<file path="config.mk">
export PLATFORM = sky130hd
export DESIGN_NAME = bexkat2_intunit
export DESIGN_NICKNAME = d
export VERILOG_FILES = /design/src/rtl/bexkat2_intunit_pkg.sv /design/src/rtl/bexkat2_intunit.sv
export SDC_FILE = /design/constraint.sdc
export NUM_CORES = 1
export LEC_CHECK = 0
export CAP_MARGIN = 25
export CORE_MARGIN = 5
export CORE_UTILIZATION = 60
export CTS_CLUSTER_DIAMETER = 80
export CTS_CLUSTER_SIZE = 20
export DETAILED_ROUTE_END_ITERATION = 7
export PLACE_DENSITY = 0.83
export SKIP_LAST_GASP = 1
export SLEW_MARGIN = 20
export SYNTH_ARGS = -nofsm -noshare
export SYNTH_HDL_FRONTEND = slang
export SYNTH_SLANG_ARGS = --single-unit
</file>
<file path="constraint.sdc">
create_clock -name clk_i -period 6.1 [get_ports clk_i]
set_clock_uncertainty 0.05 [all_clocks]
set_input_delay 1.22 -clock clk_i [delete_from_list [all_inputs] [get_ports clk_i]]
set_output_delay 1.22 -clock clk_i [all_outputs]
set_load 0.05 [all_outputs]
</file>
<file path="src/rtl/bexkat2_intunit_pkg.sv">
// Shared definitions for the bexkat2 integer unit: function codes, unit states,
// fixed latency overhead and operation-class helpers.
// Imported by bexkat2_intunit; holds no logic of its own.
package bexkat1Def;

    // Integer unit function codes (codes 12-15 are unused and act as a zero-result unary op).
    typedef enum logic [3:0] {
        INT_MUL   = 4'h0,
        INT_DIV   = 4'h1,
        INT_MOD   = 4'h2,
        INT_MULU  = 4'h3,
        INT_DIVU  = 4'h4,
        INT_MODU  = 4'h5,
        INT_MULX  = 4'h6,
        INT_MULUX = 4'h7,
        INT_EXT   = 4'h8,
        INT_EXTB  = 4'h9,
        INT_COM   = 4'ha,
        INT_NEG   = 4'hb
    } intfunc_t;

    typedef enum logic [2:0] {
        IS_IDLE  = 3'd0,
        IS_UNARY = 3'd1,
        IS_ZERO  = 3'd2,
        IS_CALC  = 3'd3,
        IS_FIX   = 3'd4,
        IS_DONE  = 3'd5
    } intstate_t;

    // Cycles added to WIDTH for the iterative (multiply/divide) operations.
    localparam int INT_LATENCY_ITER = 2;

    function automatic logic int_is_div(input logic [3:0] f);
        return (f == INT_DIV) || (f == INT_MOD) || (f == INT_DIVU) || (f == INT_MODU);
    endfunction

    function automatic logic int_is_mul(input logic [3:0] f);
        return (f == INT_MUL) || (f == INT_MULU) || (f == INT_MULX) || (f == INT_MULUX);
    endfunction

    function automatic logic int_is_signed(input logic [3:0] f);
        return (f == INT_MUL) || (f == INT_DIV) || (f == INT_MOD) || (f == INT_MULX);
    endfunction

endpackage

</file>
<file path="src/rtl/bexkat2_intunit.sv">
// Multi-cycle integer unit: mul/div/mod (signed+unsigned, low/high product) and unary ext/com/neg.
// Latency: unary and divide-by-zero done 2 cycles after accept, multiply/divide WIDTH+2 cycles.
// Backpressure: start_i is only sampled in IDLE; abort_i cancels any in-flight op without done_o.
// Ports: clk_i/rst_ni, start_i/func_i/a_i/b_i launch, abort_i cancel,
//        busy_o/done_o status, result_o (held between done pulses), divzero_o (valid with done_o).
module bexkat2_intunit
    import bexkat1Def::*;
#(
    parameter int WIDTH = 32
) (
    input  logic             clk_i,
    input  logic             rst_ni,
    input  logic             start_i,
    input  logic [3:0]       func_i,
    input  logic [WIDTH-1:0] a_i,
    input  logic [WIDTH-1:0] b_i,
    input  logic             abort_i,
    output logic             busy_o,
    output logic             done_o,
    output logic [WIDTH-1:0] result_o,
    output logic             divzero_o
);

    localparam int CW = $clog2(WIDTH);

    // Magnitude of a value, treating it as two's complement only when sgn is set.
    function automatic logic [WIDTH-1:0] mag(input logic [WIDTH-1:0] v, input logic sgn);
        return (sgn && v[WIDTH-1]) ? -v : v;
    endfunction

    intstate_t          state_q, state_d;
    logic [3:0]         func_q;
    logic [WIDTH-1:0]   a_q;        // raw operand A for unary / divide-by-zero results
    logic [WIDTH-1:0]   opnd_q;     // multiplicand or divisor magnitude
    logic [2*WIDTH-1:0] acc_q;      // shared multiply/divide accumulator
    logic [CW-1:0]      count_q;
    logic               mode_q;     // 1 = divide, 0 = multiply
    logic               neg_q;      // negate product / quotient at fix-up
    logic               rneg_q;     // negate remainder at fix-up (sign of dividend)
    logic [WIDTH-1:0]   result_q, result_d;
    logic               divzero_q, divzero_d;
    logic               res_we;

    logic               accept;
    assign accept = (state_q == IS_IDLE) && start_i;

    // ------------------------------------------------------------------
    // State register
    // ------------------------------------------------------------------
    always_ff @(posedge clk_i or negedge rst_ni) begin
        if (!rst_ni) begin
            state_q <= IS_IDLE;
        end else begin
            state_q <= state_d;
        end
    end

    // ------------------------------------------------------------------
    // Next-state logic
    // ------------------------------------------------------------------
    always_comb begin
        state_d = state_q;
        case (state_q)
            IS_IDLE: begin
                if (start_i) begin
                    if (int_is_div(func_i) && (b_i == '0)) begin
                        state_d = IS_ZERO;
                    end else if (int_is_div(func_i) || int_is_mul(func_i)) begin
                        state_d = IS_CALC;
                    end else begin
                        state_d = IS_UNARY;
                    end
                end
            end
            IS_UNARY, IS_ZERO, IS_FIX: state_d = abort_i ? IS_IDLE : IS_DONE;
            IS_CALC: begin
                if (abort_i) begin
                    state_d = IS_IDLE;
                end else if (count_q == '0) begin
                    state_d = IS_FIX;
                end
            end
            // Completion already happened; abort here cannot suppress done_o.
            IS_DONE: state_d = IS_IDLE;
            default: state_d = IS_IDLE;
        endcase
    end

    // ------------------------------------------------------------------
    // Iteration step: shift-add multiply or restoring divide
    // ------------------------------------------------------------------
    logic [WIDTH:0]     mul_sum;
    logic [WIDTH:0]     rem_sh;
    logic [WIDTH+1:0]   diff;
    logic [2*WIDTH-1:0] acc_step;

    always_comb begin
        mul_sum = {1'b0, acc_q[2*WIDTH-1:WIDTH]} + (acc_q[0] ? {1'b0, opnd_q} : '0);
        rem_sh  = acc_q[2*WIDTH-1:WIDTH-1];
        diff    = {1'b0, rem_sh} - {2'b00, opnd_q};
        if (mode_q) begin
            // diff[WIDTH+1] set means the trial subtraction went negative: restore.
            acc_step = diff[WIDTH+1] ? {rem_sh[WIDTH-1:0], acc_q[WIDTH-2:0], 1'b0}
                                     : {diff[WIDTH-1:0], acc_q[WIDTH-2:0], 1'b1};
        end else begin
            acc_step = {mul_sum, acc_q[WIDTH-1:1]};
        end
    end

    // ------------------------------------------------------------------
    // Output / result logic
    // ------------------------------------------------------------------
    logic [2*WIDTH-1:0] prod;
    logic [WIDTH-1:0]   quo, rem;

    always_comb begin
        busy_o    = (state_q != IS_IDLE);
        done_o    = (state_q == IS_DONE);
        res_we    = 1'b0;
        result_d  = result_q;
        divzero_d = 1'b0;
        prod      = neg_q ? -acc_q : acc_q;
        quo       = acc_q[WIDTH-1:0];
        rem       = acc_q[2*WIDTH-1:WIDTH];
        case (state_q)
            IS_UNARY: begin
                res_we = !abort_i;
                case (func_q)
                    INT_EXT:  result_d = WIDTH'($signed(a_q[15:0]));
                    INT_EXTB: result_d = WIDTH'($signed(a_q[7:0]));
                    INT_COM:  result_d = ~a_q;
                    INT_NEG:  result_d = -a_q;
                    default:  result_d = '0;
                endcase
            end
            IS_ZERO: begin
                res_we    = !abort_i;
                divzero_d = 1'b1;
                result_d  = ((func_q == INT_DIV) || (func_q == INT_DIVU)) ? '1 : a_q;
            end
            IS_FIX: begin
                res_we = !abort_i;
                case (func_q)
                    INT_MUL, INT_MULU:   result_d = prod[WIDTH-1:0];
                    INT_MULX, INT_MULUX: result_d = prod[2*WIDTH-1:WIDTH];
                    INT_DIV, INT_DIVU:   result_d = neg_q ? -quo : quo;
                    INT_MOD, INT_MODU:   result_d = rneg_q ? -rem : rem;
                    default:             result_d = '0;
                endcase
            end
            default: ;
        endcase
    end

    always_ff @(posedge clk_i or negedge rst_ni) begin
        if (!rst_ni) begin
            result_q  <= '0;
            divzero_q <= 1'b0;
        end else if (res_we) begin
            result_q  <= result_d;
            divzero_q <= divzero_d;
        end
    end

    assign result_o  = result_q;
    assign divzero_o = divzero_q;

    // ------------------------------------------------------------------
    // Operand capture and iteration datapath
    // ------------------------------------------------------------------
    always_ff @(posedge clk_i or negedge rst_ni) begin
        if (!rst_ni) begin
            func_q  <= '0;
            a_q     <= '0;
            opnd_q  <= '0;
            acc_q   <= '0;
            count_q <= '0;
            mode_q  <= 1'b0;
            neg_q   <= 1'b0;
            rneg_q  <= 1'b0;
        end else if (accept) begin
            func_q  <= func_i;
            a_q     <= a_i;
            count_q <= CW'(WIDTH - 1);
            mode_q  <= int_is_div(func_i);
            neg_q   <= int_is_signed(func_i) && (a_i[WIDTH-1] ^ b_i[WIDTH-1]);
            rneg_q  <= int_is_signed(func_i) && a_i[WIDTH-1];
            if (int_is_div(func_i)) begin
                acc_q  <= {{WIDTH{1'b0}}, mag(a_i, int_is_signed(func_i))};
                opnd_q <= mag(b_i, int_is_signed(func_i));
            end else begin
                acc_q  <= {{WIDTH{1'b0}}, mag(b_i, int_is_signed(func_i))};
                opnd_q <= mag(a_i, int_is_signed(func_i));
            end
        end else if (state_q == IS_CALC) begin
            acc_q   <= acc_step;
            count_q <= count_q - 1'b1;
        end
    end

endmodule

</file>
**Word level (Yosys, flattened, before mapping)**

Index checks and enable logic that the tools add are counted.

- Register bits after elaboration: 176
- Input bits: 72
- Output and inout bits: 35
- Word-level logic and storage cells: 106

- $add $sub $neg: 9
- Eq/ne operators: 25
- Multiplexer cells: 27
- Bitwise gates (word level): 2
- Reduce and logical (&&, ||, !) cells: 32

Operator list:

| cell | number |
|---|---|
| $mux 64 | 5 |
| $mux 32 | 8 |
| $pmux 32 s4 | 2 |
| $neg 32->32 | 5 |
| $pmux 32 s3 | 1 |
| $neg 64->64 | 1 |
| $sub 33x32->34 | 1 |
| $add 32x32->33 | 1 |
| $eq 4x3->1 const B | 8 |
| $logic_not 32->1 | 1 |
| $not 32->32 | 1 |
| $eq 4x2->1 const B | 4 |
| $eq 4x4->1 const B | 4 |
| $mux 3 | 4 |
| $logic_or 1x1->1 | 11 |
| $mux 5 | 2 |
| $pmux 3 s3 | 1 |
| $eq 4x1->1 const B | 2 |
| $logic_not 4->1 | 2 |
| $reduce_or 2->1 | 4 |
| $eq 3x2->1 const B | 2 |
| $eq 3x3->1 const B | 2 |
| $reduce_bool 3->1 | 2 |
| $logic_and 1x1->1 | 5 |
| 13 further kinds | 16 |

**Longest topological paths before layout**

- Word-level depth: 9
- Mapped depth: 15
- Gate-level depth less buffers: 13

**Worst setup path before layout**

Ideal clock, no wire load.

- Path kind: input -> register
- From: input port b_i[11]
- To: register acc_q[25]
- Library setup time: 0.137 ns
- Arrival: 3.366 ns
- Data required time: 5.913 ns
- Path slack: 2.547 ns
- Cell stages on the path: 9
- Path buffers: 1
- Cell sequence: or4_1 -> or4_1 -> or3_1 -> clkbuf_1 -> o31ai_1 -> xor2_1 -> nand2_1 -> o21ai_0 -> a21oi_1

- Longest elaborated chain between the ends: 4

RTL lines:

| item | line | source |
|---|---|---|
| from (decl) | bexkat2_intunit.sv:16 | `input logic [WIDTH-1:0] b_i,` |
| $neg 32->32 | bexkat2_intunit.sv:28 | `return (sgn && v[WIDTH-1]) ? -v : v;` |
| $mux 32 | bexkat2_intunit.sv:28 |  |
| $mux 32 | bexkat2_intunit.sv:188 | `if (int_is_div(func_i)) begin` |
| $mux 64 | bexkat2_intunit.sv:181 | `end else if (accept) begin` |
| to (signal assigned) | bexkat2_intunit.sv:189 | `acc_q <= {{WIDTH{1'b0}}, mag(a_i, int_is_signed(func_i))};` |
| to (signal assigned) | bexkat2_intunit.sv:192 | `acc_q <= {{WIDTH{1'b0}}, mag(b_i, int_is_signed(func_i))};` |
| to (signal assigned) | bexkat2_intunit.sv:196 | `acc_q <= acc_step;` |
| to (decl) | bexkat2_intunit.sv:35 | `logic [2*WIDTH-1:0] acc_q;` |

No other way between the ends.
A chain may end at the register's enable or synchronous reset.

**Final worst setup path**

- From: register acc_q[0]
- To: register acc_q[50]

- Longest elaborated chain between the ends: 5

RTL lines:

| item | line | source |
|---|---|---|
| $mux 32 | bexkat2_intunit.sv:98 | `mul_sum = {1'b0, acc_q[2*WIDTH-1:WIDTH]} + (acc_q[0] ? {1'b0, opnd_q} : '0);` |
| $add 32x32->33 | bexkat2_intunit.sv:98 |  |
| $mux 64 | bexkat2_intunit.sv:101 | `if (mode_q) begin` |
| $mux 64 | bexkat2_intunit.sv:195 | `end else if (state_q == IS_CALC) begin` |
| $mux 64 | bexkat2_intunit.sv:181 |  |

No other way between the ends. The select of a mux whose other input is x is not followed.

==> out/qor.yml <==
clock_network:
  cts_tree: "yes"
  cts.htree.levels: 4
  cts_setup_buffers: 0
  clk_pin_slew_ns: 0.08
  cts-root-buf: "clkbuf_16"
  clockBufferDepth: 2
  cts_hold_buffers: 0
  cts_resized: 0
  clock_latency_ns: 0.46
  cts_sinks: 176
  numCtsBuffers: 17
logic_synthesis:
  ys_types: 77
  synthAdderAreaFrac_pct: 5.45
  syn-num-nets: 2470
  synthXorXnorAreaFrac_pct: 9.26
  synth-compound-area-share_pct: 28.0
  synthFlopType: "dfrtp_1"
  synth_seq_cells: 176
  yosysWarningCount: 0
  synth-edff-count: 0
  synth_top_family_by_area: "compound AO/OA/AOI/OAI gates"
  synthCells: 2325
  synth_mux_area_share_pct: 2.97
  synth_simple_gate_area_share_pct: 23.2
  syn_area_um2: 17000
  avgSynthCellArea_um2: 7.32
  synthArstFlopShare_pct: 100
  yosysSeqAreaShare_pct: 25.9
sta:
  hold_viol: 0
  tightest_slew_ns: 1.17
  rsz0062_at_grt: "false"
  fin_crit_ns: 4.42
  hold_ws_ns: 0.435
  setup_viol: 0
  tns_ns: 0
  timing.fmax_ghz: 0.226
  post-route-period-util_pct: 72.4
  slew_headroom_pct: 21.7
  setup_ws_ns: 1.68
  slew_violations: 0
floorplanning:
  coreArea_um2: 27900
  start_util_pct: 60.9
  dieWidth_um: 178
  io_pins: 107
  die_area_um2: 31800
  die_h_um: 178
  rows: 61
final_layout:
  antenna_cells: 0
  nFillCells: 2419
  syn2layout_area_growth_pct: 10.2
  multi_input_area_um2: 11800
  drive_above_1_share_pct: 3.67
  fin_util_pct: 67.2
  seq_area_um2: 4410
  nets: 2446
routing:
  vias: 18970
  routedWlPerCell_um: 24.0
  drt_wl_total_um: 64600
  drt.antenna.violating_nets: 0
  vias_per_cell: 7.05
  drt-pass1-iter-count: 7
  drcViolationCount: 0
  drtIter0Drc: 3305
setup_path:
  reg2regPathDepth: 12
  path_cells: "inv_1, nor2_1, ha_1, and3_1, a211oi_1, nor3_1, or2_2, a21boi_0, o21ai_0, xor2_1, o21ai_0, o21ai_0"
  path_class: "reg -> reg"
  cp_common_cell: "o21ai_0"
  path_max_fanout: 24
  arrival_ns: 4.75
  critical_path.max_stage_delay_ns: 0.74
  crit_path_start_kind: "flop"
  slowest_stage: "inv_1"
  crit_required_ns: 6.43
  end_kind: "flop"
global_route:
  grt_overflow_total: 0
  grt_pass1_wl_um: 99200
  gr-usage-all-layers_pct: 39.9
  antenna_found_initial: 1
  grt_pass1_vias: 17268
  grt_max_degree: 177
run_status:
  status: "complete, no violations"
flow_run:
  drv_cap: 0
place:
  dp_hpwl_um: 48000
  place_ws_ns: 1.78
  port_buffers: 106
  routabilityCongestion: 1.07
power:
  p_leak_uw: 0.00769
  cellPowerDensity_nw_per_um2: 571
  peakVddDrop_v: 0.000447
hold_path:
  holdCritPathClass: "reg -> reg"
  worst_hold_path.num_cells: 2
[flip-flops by register name, indices dropped and copies added, names as in the netlist]
name,flops
acc_q,64
result_o,32
mode_q,1
count_q,5
neg_q,1
opnd_q,32
rneg_q,1
divzero_o,1
state_q,3
a_q,32
func_q,4
[layer usage]
metal	up-vias	global-route usage, %	part of all wire [%]
met1	8816	56.4	40
met2	1527	58.4	41
met3	243	9.35	13
met5	-	0	0.071
li1	8382	-	-
met4	2	17.2	5.5
[worst max-delay path, delay by kind of cell (launching register included)]
family | cells | cell delay (ns)
AOI/OAI and AO/OA | 5 | 1.43
adders and majority gates | 1 | 0.38
buffers and inverters | 1 | 0.74
DFF | 1 | 0.50
and+or+nand+nor | 4 | 1.03
xor gates and xnor gates | 1 | 0.21
[area by class of cell]
class | instances | share of cell area (%)
Inverter | 66 | 1.32
Tap cell | 378 | 2.52
Sequential cell | 176 | 23.5
Multi-Input combinational cell | 1913 | 62.8
Clock buffer | 18 | 2.29
Clock inverter | 14 | 0.867
Timing Repair Buffer | 127 | 6.68
[Yosys cell counts (all sizes together) (34+ instances only)]
cell    number  area share [%]
xor2        90             4.6
mux2i       46             2.7
nor3        55             1.6
xnor2       90             4.6
ha          71             5.2
nor2       214             4.7
clkbuf     152             3.4
dfrtp      176              26
a21oi      162             4.8
a31oi       37             1.4
o21ai      215             6.3
nand2      353             7.8
a21o        35             1.5
o31ai       34             1.5
nand3       50             1.5
o211ai      42             1.9
inv         65             1.4
[cells in the final DEF (no fill, tap or decap), types with 27 or more instances in the layout]
cell | Yosys | routed
inv_1 | 65 | 65
a21o_1 | 35 | 35
ha_1 | 71 | 71
o211ai_1 | 42 | 42
xnor2_1 | 90 | 90
nand2_1 | 352 | 351
o221ai_1 | 33 | 33
nor3_1 | 55 | 53
o21ai_0 | 212 | 212
nand2b_1 | 27 | 27
mux2i_1 | 46 | 46
a31oi_1 | 37 | 37
nor4_1 | 27 | 27
nand3_1 | 50 | 50
a21oi_1 | 162 | 162
o31ai_1 | 34 | 34
clkdlybuf4s50_1 | 0 | 105
xor2_1 | 90 | 90
a22oi_1 | 32 | 32
dfrtp_1 | 176 | 175
nor2_1 | 214 | 212
[cell families after synthesis]
kind of cell	Yosys count
flops	176
simple gates	864
fa+ha+maj	73
xor+xnor	180
buf+inv	236
mux	50
compound gates	746
[stage by stage]
stage                     area [um2]  std cells  total power [uW]
after floorplan                17000       2325              7130
after global placement         18100       2658              9030
after CTS                      18800       2691             10400
after detailed placement       18200       2659              9180
after global routing           18800       2692             11300
final                          18800       2692             10700
[report_power, final]
part	internal, uW	switching [uW]	leakage (uW)
sequential	1660	1010	0.00220
combinational	2390	4480	0.00520
clock	556	618	0.000289
total	4610	6100	0.00769
[final timing paths]
| path | endpoint | slack [ns] | start |
|---|---|---|---|
| min in group asynchronous | opnd_q[4] | 0.85 | rst_ni |
| max in group asynchronous | result_o[8] | 4.38 | rst_ni |
| max | acc_q[50] | 1.68 | acc_q[0] |
| min | opnd_q[15] | 0.44 | opnd_q[15] |
| min reg2reg | opnd_q[15] | 0.44 | opnd_q[15] |
| max reg2reg | acc_q[50] | 1.68 | acc_q[0] |
Power figures use the tool's default switching activity.
